===== src/rtl/flit_mux_2to1.sv =====
// Two-input NoC flit multiplexer with one-hot select, lowest-index priority,
// zero-gating of idle/invalid paths and an optional single output register stage.
module flit_mux_2to1 #(
    parameter int unsigned DATA_W  = 66,
    parameter int unsigned VCH_W   = 2,
    parameter int unsigned SEL_W   = 5,
    parameter int unsigned OUT_REG = 1
) (
    input  logic              clk,
    input  logic              rst_,
    input  logic [DATA_W-1:0] idata_0,
    input  logic              ivalid_0,
    input  logic [VCH_W-1:0]  ivch_0,
    input  logic [DATA_W-1:0] idata_1,
    input  logic              ivalid_1,
    input  logic [VCH_W-1:0]  ivch_1,
    input  logic [SEL_W-1:0]  sel,
    output logic [DATA_W-1:0] odata,
    output logic              ovalid,
    output logic [VCH_W-1:0]  ovch
);

    logic [DATA_W-1:0] w_next_data;
    logic              w_next_valid;
    logic [VCH_W-1:0]  w_next_vch;

    // Upper select bits address other router ports and never pick an input here.
    logic w_unused_sel_hi;
    assign w_unused_sel_hi = |sel[SEL_W-1:2];

    // Select decode with input 0 priority; an invalid or unselected path drives zeros.
    always_comb begin
        w_next_data  = {DATA_W{1'b0}};
        w_next_valid = 1'b0;
        w_next_vch   = {VCH_W{1'b0}};
        if (sel[0]) begin
            if (ivalid_0) begin
                w_next_data  = idata_0;
                w_next_valid = 1'b1;
                w_next_vch   = ivch_0;
            end else begin
                w_next_valid = 1'b0;
            end
        end else if (sel[1]) begin
            if (ivalid_1) begin
                w_next_data  = idata_1;
                w_next_valid = 1'b1;
                w_next_vch   = ivch_1;
            end else begin
                w_next_valid = 1'b0;
            end
        end else begin
            w_next_valid = 1'b0;
        end
    end

    generate
        if (OUT_REG != 0) begin : g_reg
            logic [DATA_W-1:0] r_data;
            logic              r_valid;
            logic [VCH_W-1:0]  r_vch;

            // Output pipeline stage; reset drops any in-flight flit immediately.
            always_ff @(posedge clk or posedge rst_) begin
                if (rst_) begin
                    r_data  <= {DATA_W{1'b0}};
                    r_valid <= 1'b0;
                    r_vch   <= {VCH_W{1'b0}};
                end else begin
                    r_data  <= w_next_data;
                    r_valid <= w_next_valid;
                    r_vch   <= w_next_vch;
                end
            end

            assign odata  = r_data;
            assign ovalid = r_valid;
            assign ovch   = r_vch;
        end else begin : g_comb
            logic w_unused_clk_rst;
            assign w_unused_clk_rst = clk ^ rst_;

            assign odata  = w_next_data;
            assign ovalid = w_next_valid;
            assign ovch   = w_next_vch;
        end
    endgenerate

endmodule


===== config.mk =====
export PLATFORM = sky130hd
export DESIGN_NAME = flit_mux_2to1
export DESIGN_NICKNAME = d
export VERILOG_FILES = /design/src/rtl/flit_mux_2to1.sv
export SDC_FILE = /design/constraint.sdc
export NUM_CORES = 1
export LEC_CHECK = 0
export CAP_MARGIN = 20
export CORE_MARGIN = 4
export CORE_UTILIZATION = 31
export DETAILED_ROUTE_END_ITERATION = 12
export PLACE_DENSITY = 0.78
export SYNTH_ARGS = -nofsm -noshare
export SYNTH_HDL_FRONTEND = slang
export SYNTH_SLANG_ARGS = --single-unit

===== constraint.sdc =====
create_clock -name clk -period 2.3 [get_ports clk]
set_input_delay 0.46 -clock clk [delete_from_list [all_inputs] [get_ports clk]]
set_output_delay 0.46 -clock clk [all_outputs]
set_load 0.03 [all_outputs]

== After elaboration in Yosys (flattened, before gate mapping) ==
Cells that the tools add are included.
Storage, ports and cells
  flip-flop bits (word level): 69
  input port bits: 145
  output and inout bits: 69
  word-level logic and storage cells: 15
Cells by class
  muxes and demuxes: 12
Operators with widths (count)
  $mux 66: 4
  $mux 2: 4
  $mux 1: 4

== Longest topological paths before layout ==
Gate-level depths: netlist of the first run.
  depth after elaboration: 3
  mapped depth: 6
  depth with buffers taken out: 2

== Worst setup path after synthesis of the first run ==
No wires, ideal clock.
  path type: in2reg
  start point: input port sel[0]
  end point: register g_reg.r_data[55] (netlist: odata[55])
  setup time: 0.121 ns
  arrival: 1.201 ns
  data required time: 2.179 ns
  setup slack: 0.977 ns
  stages on the path: 6
  path buffers: 4
  path through: clkbuf_2 and2_4 buf_6 buf_6 buf_6 o2bb2ai_1
On the way
  word-level cells in the longest chain between the ends: 1
Ends and longest elaborated chain
  start, declared: RTL line 17  | input logic [SEL_W-1:0] sel,
  $mux 66: RTL line 36  | if (sel[0]) begin
  via w_next_data[55]: RTL line 23  | logic [DATA_W-1:0] w_next_data;
  end signal, assigned: RTL line 66  | r_data <= {DATA_W{1'b0}};
  end signal, assigned: RTL line 70  | r_data <= w_next_data;
  end, declared: RTL line 59  | logic [DATA_W-1:0] r_data;
The timed path passes the listed nets, and every way through them passes these cells.

== Worst setup path in the final report of the first run ==
  start point: register g_reg.r_data[23] (netlist: odata[23])
  end point: output port odata[23]
RTL lines
  end, declared: RTL line 18  | output logic [DATA_W-1:0] odata,
No word-level cell between the ends.

==> impl_metrics.py, run 1 <==
metrics = {
    "grt": {
        "overflow": 0,
        "antenna_found_initial": 0,
        "grt_pass1_wl_mm": 15.45,
        "grt_max_degree": 70,
        "grt_use_total": 0.1801,
        "top_usage_layer": "met2",
        "grtUsageMet3": 0.07697,
        "grt_pass1_vias": 2914,
        "use_met2": 0.3101,
        "grt_util_met1": 0.1961,
    },
    "timing": {
        "tightest_slew_ns": 0.7457,
        "slew_viol_final": 0,
        "layout_worst_path_cycle_share": 0.7904,
        "max-slew-margin-rel": 0.5028,
        "setup_tns_ns": 0,
        "period_needed_ns": 1.818,
        "hold_viol": 0,
        "rsz0062_at_grt": "false",
        "setup_viol": 0,
        "fmax_ghz": 0.5500,
    },
    "power_and_ir_drop": {
        "worst_ir_drop_vdd_mv": 0.2801,
        "power_density_nw_per_um2": 560.6,
        "leakagePower_nw": 2.051,
    },
    "route": {
        "route.vias.total": 2754,
        "avgViaCountPerCell": 5.016,
        "drtIter0Drc": 74,
        "drc": 0,
        "drtAntennaViolNets": 0,
        "post_drt_wl_per_cell_um": 17.38,
        "wirelength_mm": 9.544,
        "drt_first_pass_iters": 4,
    },
    "critical_path": {
        "critPathLaunch": "odata[23]",
        "crit_arrival_ns": 1.36,
        "cp_max_fo": 1,
        "critical_path.endpoint": "odata[23]",
        "end_kind": "output port",
        "cp.required_ns": 1.84,
        "crit_slowest_cell": "clkdlybuf4s50_1",
        "path_cells": "clkdlybuf4s50_1",
        "crit_type": "flop to output port",
        "cp-start-kind": "flop",
        "crit_buf_inv": 1,
        "cpPeakStageDelay_ns": 0.70,
        "cp_top_family": "buffers and inverters",
        "worstSetupPathDepth": 1,
    },
    "yosys": {
        "syn_area_um2": 2850,
        "synth_fp_nets": 386,
        "synth_area_per_cell_um2": 11.83,
        "synth_cell_types": 12,
        "synth-seq-cells": 69,
        "ys_seq_area_frac": 0.6058,
        "yosys_warnings": 0,
        "netlist_instances": 241,
    },
    "die": {
        "die_h_um": 103.9,
        "row_count": 34,
        "die_x_um": 103.9,
        "core_region_area_um2": 8848,
        "io-pin-count": 214,
        "die-area_um2": 10790,
        "start_util": 0.3221,
    },
    "placed_design": {
        "place_inst": 535,
        "hpwl_mm": 7.033,
        "globalplace.congestion": 0.7176,
        "port_buffers": 210,
    },
    "clock_network": {
        "clockRootBuffer": "clkbuf_8",
        "holdBufCountCts": 0,
        "cts_tree": "yes",
        "path_clk_slew_ns": 0.07,
        "post-cts-setup-buffers": 0,
        "cts_resized": 0,
        "cts-buffers-inserted": 9,
        "clk_path_buf_depth": 2,
        "cts_max_level": 3,
        "cts.sinks": 69,
    },
    "cells_and_area": {
        "diodes": 0,
        "finalNetCount": 583,
        "synthToLayoutAreaGrowth_pct": 81.43,
        "drive_above_1_share": 0.05896,
        "layout.cells.most_common": "clkdlybuf4s50_1",
        "finalNonFillerCells": 549,
        "final_util": 0.5844,
        "final_cell_mix": "clkdlybuf4s50_1, dfrtp_1, nand3_1, o2bb2ai_1, clkbuf_8",
    },
    "status": {
        "outcome": "finished, final reports clean",
    },
    "run": {
        "cap_violations": 0,
    },
    "worst_hold_path": {
        "hold_class": "input port to asynchronous set/reset pin",
    },
}
==> synth_stat cells <==
| cell type | number | share of area |
|---|---|---|
| o2bb2ai_1 | 68 | 0.21 |
| buf_2 | 10 | 0.018 |
| o21bai_1 | 1 | 0.0026 |
| and2_4 | 1 | 0.0031 |
| buf_4 | 2 | 0.0053 |
| inv_1 | 1 | 0.0013 |
| nand2_1 | 1 | 0.0013 |
| dfrtp_1 | 69 | 0.61 |
| buf_6 | 3 | 0.012 |
| clkbuf_2 | 1 | 0.0018 |
| nand3_1 | 68 | 0.12 |
| clkbuf_1 | 16 | 0.021 |
==> where the power goes <==
part           internal [mW]  switching (mW)  leakage (nW)  total, mW
registers               1.28          0.0187         0.911       1.30
clock network          0.436           0.422        0.0881      0.858
logic                  0.392           0.348          1.05      0.739
total                   2.11           0.789          2.05       2.90
==> per-stage QoR <==
step	total power, mW	hold slack (ns)	area, µm²	setup slack [ns]
6_report	2.899	0.3207	5171	0.4820
3_3_place_gp	2.060	0.6794	5006	0.5800
2_1_floorplan	1.639	0.5841	2850	0.1001
5_1_grt	3.049	0.3149	5171	0.4183
4_1_cts	2.944	0.3071	5171	0.4459
3_5_place_dp	2.073	0.6771	5006	0.5535
==> metal layers <==
layer	vias to the layer above	part of all wire
met5	-	0
met4	0	0.021
met3	16	0.099
met2	135	0.51
met1	1302	0.36
li1	1301	-
==> layout make-up <==
class	instances	area [µm²]
Fill cell	765	3677
Inverter	1	3.754
Timing Repair Buffer	218	2185
Multi-Input combinational cell	139	955.9
Clock buffer	12	155.1
Clock inverter	2	10.01
Tap cell	108	135.1
Sequential cell	69	1727
==> flip-flops by register name, summed over array words and instances (netlist names) <==
name / cells
odata: 66
ovalid: 1
ovch: 2
==> kinds of logic after synthesis <==
group	count (synthesis)	synth area share
compound gates	69	0.2116
buf+inv	33	0.05882
flops	69	0.6058
simple gates	70	0.1238
==> worst min path at each step <==
stage          startpoint        end  slack, ns  cells after the start
2_1_floorplan  idata_0[0]   odata[0]       0.58                      1
3_3_place_gp         rst_   odata[4]       0.68                      2
3_5_place_dp         rst_   odata[4]       0.68                      2
4_1_cts              rst_  odata[51]       0.31                      2
5_1_grt              rst_  odata[51]       0.31                      2
6_report             rst_  odata[51]       0.32                      2
(Power assumes the default switching activity.)
==> inputs of run 2 (changes only) <==
==> constraint.sdc (replaced) <==
create_clock -name clk -period 1.6 [get_ports clk]
set_input_delay 0.32 -clock clk [delete_from_list [all_inputs] [get_ports clk]]
set_output_delay 0.32 -clock clk [all_outputs]
set_load 0.03 [all_outputs]
==> impl_metrics.py, run 2 (synthesis gave the netlist of run 1 again) <==
metrics = {
    "placed_design": {
        "port_buffers": 210,
        "hpwl_mm": 7.009,
        "place_inst": 536,
        "globalplace.congestion": 0.7114,
        "place_worst_setup_slack_ns": 0.1927,
        "placed_area_um2": 5042,
    },
    "cells_and_area": {
        "drive_above_1_share": 0.06532,
        "final_cell_mix": "clkdlybuf4s50_1, dfrtp_1, dlygate4sd2_1",
        "synthToLayoutAreaGrowth_pct": 81.87,
        "layout.cells.most_common": "clkdlybuf4s50_1",
        "finalNonFillerCells": 553,
        "fin_area_um2": 5184,
        "fillers": 800,
        "largest_reg_flops": 66,
        "finalNetCount": 584,
    },
    "die": {
        "die_x_um": 103.9,
        "core_region_area_um2": 8848,
        "die-area_um2": 10790,
        "die_h_um": 103.9,
        "row_count": 34,
        "start_util": 0.3221,
        "io-pin-count": 214,
    },
    "grt": {
        "grt_use_total": 0.1835,
        "grt_pass1_vias": 2921,
        "overflow": 0,
        "grt_pass1_wl_mm": 15.65,
        "antenna_found_initial": 1,
        "grt_max_degree": 68,
    },
    "critical_path": {
        "cpPeakStageDelay_ns": 0.44,
        "cp.required_ns": 1.28,
        "cp_max_fo": 1,
        "crit_slowest_cell": "dlygate4sd2_1",
        "path_cells": "dlygate4sd2_1",
        "crit_type": "flop to output port",
        "cp-start-kind": "flop",
        "cp_top_family": "buffers and inverters",
        "end_kind": "output port",
        "crit_buf_inv": 1,
        "crit_arrival_ns": 1.10,
    },
    "power_and_ir_drop": {
        "p_switching_mw": 1.182,
        "clockPowerShare": 0.361,
        "leakagePower_nw": 2.336,
        "combPwrFrac": 0.223,
        "power_density_nw_per_um2": 864.7,
        "switching_share": 0.2637,
        "seqPwrFrac": 0.416,
        "p_int_mw": 3.300,
        "worst_ir_drop_vdd_mv": 0.3354,
    },
    "route": {
        "route.vias.total": 2736,
        "post_drt_wl_per_cell_um": 17.57,
        "avgViaCountPerCell": 4.948,
        "drtAntennaViolNets": 0,
        "wirelength_mm": 9.718,
        "drtIter0Drc": 95,
        "drt_first_pass_iters": 4,
        "drc": 0,
    },
    "clock_network": {
        "cts_resized": 69,
        "clk_path_buf_depth": 2,
        "cts_tree": "yes",
        "cts.sinks": 69,
        "holdBufCountCts": 0,
        "post-cts-setup-buffers": 0,
        "cts_max_level": 3,
        "clockRootBuffer": "clkbuf_8",
        "cts-buffers-inserted": 9,
        "path_clk_slew_ns": 0.07,
    },
    "timing": {
        "fmax_ghz": 0.7032,
        "hold_viol": 0,
        "max-slew-margin-rel": 0.7418,
        "setup_tns_ns": 0,
        "tightest_slew_ns": 0.3873,
        "setup_viol": 0,
        "rsz0062_at_grt": "false",
        "period_needed_ns": 1.422,
        "holdWs_ns": 0.2186,
        "slew_viol_final": 0,
        "layout_worst_path_cycle_share": 0.8887,
        "fin_ws_ns": 0.1780,
    },
    "run": {
        "cap_violations": 0,
    },
    "status": {
        "outcome": "finished, final reports clean",
    },
    "worst_hold_path": {
        "hold_class": "input port to asynchronous set/reset pin",
    },
}
-- run 2: cell types whose count changed in the layout (fill, tap and decap cells not counted) --
cell,change
buf_12,+2
buf_4,-1
diode_2,+1
inv_2,-1
dlygate4sd2_1,+69
clkdlybuf4s50_1,-69
clkinvlp_4,+1
bufinv_16,+2
-- run 2: cell type report --
type                            instances  area [µm²]  share of cell area
Antenna cell                            1       2.502           0.0004827
Clock buffer                           12       155.1             0.02993
Clock inverter                          4       70.07             0.01352
Inverter                                1       7.507            0.001448
Multi-Input combinational cell        139       955.9              0.1844
Sequential cell                        69        1727              0.3331
Tap cell                              108       135.1             0.02607
Timing Repair Buffer                  219        2131              0.4111
-- run 2: how the worst max path moves through the flow --
stage,from,end,slack [ns],cells after the start
global placement,ivalid_0,odata[56],0.21,4
finish,odata[29],odata[29],0.18,1
floorplan,sel[0],odata[55],0.42,6
global route,odata[31],odata[31],0.12,1
CTS,odata[42],odata[42],0.15,1
detailed placement,ivalid_0,odata[2],0.19,4
-- run 2: power groups by stage --
stage / clock network [mW] / logic [mW] / registers (mW)
floorplan: 0 / 0.239 / 2.12
global placement: 0 / 1.07 / 1.90
detailed placement: 0 / 1.08 / 1.91
CTS: 1.66 / 1.01 / 1.87
global route: 1.75 / 1.07 / 1.87
finish: 1.62 / 1.00 / 1.86
-- run 2: layer usage --
| metal | share of wire | up-vias | GRT usage |
|---|---|---|---|
| met5 | 0 | - | 0 |
| met4 | 0.026 | 0 | 0.06838 |
| met3 | 0.10 | 17 | 0.08690 |
| met2 | 0.50 | 143 | 0.3171 |
| met1 | 0.37 | 1269 | 0.1944 |
| li1 | - | 1307 | - |
-- run 2: stage by stage --
stage / utilization / power (mW)
floorplan: - / 2.356
global placement: 0.5699 / 2.968
detailed placement: 0.5699 / 2.989
CTS: 0.5855 / 4.538
global route: 0.5858 / 4.691
finish: 0.5858 / 4.482
==> inputs of run 3 (changes only) <==
--- a/config.mk
+++ b/config.mk
@@ -8,6 +8,7 @@
 export CAP_MARGIN = 20
 export CORE_MARGIN = 4
 export CORE_UTILIZATION = 31
+export CTS_CLUSTER_SIZE = 30
 export DETAILED_ROUTE_END_ITERATION = 12
 export PLACE_DENSITY = 0.78
 export SYNTH_ARGS = -nofsm -noshare
==> results of run 3 <==
Final layout, timing and power as in run 2 (identical DEF).
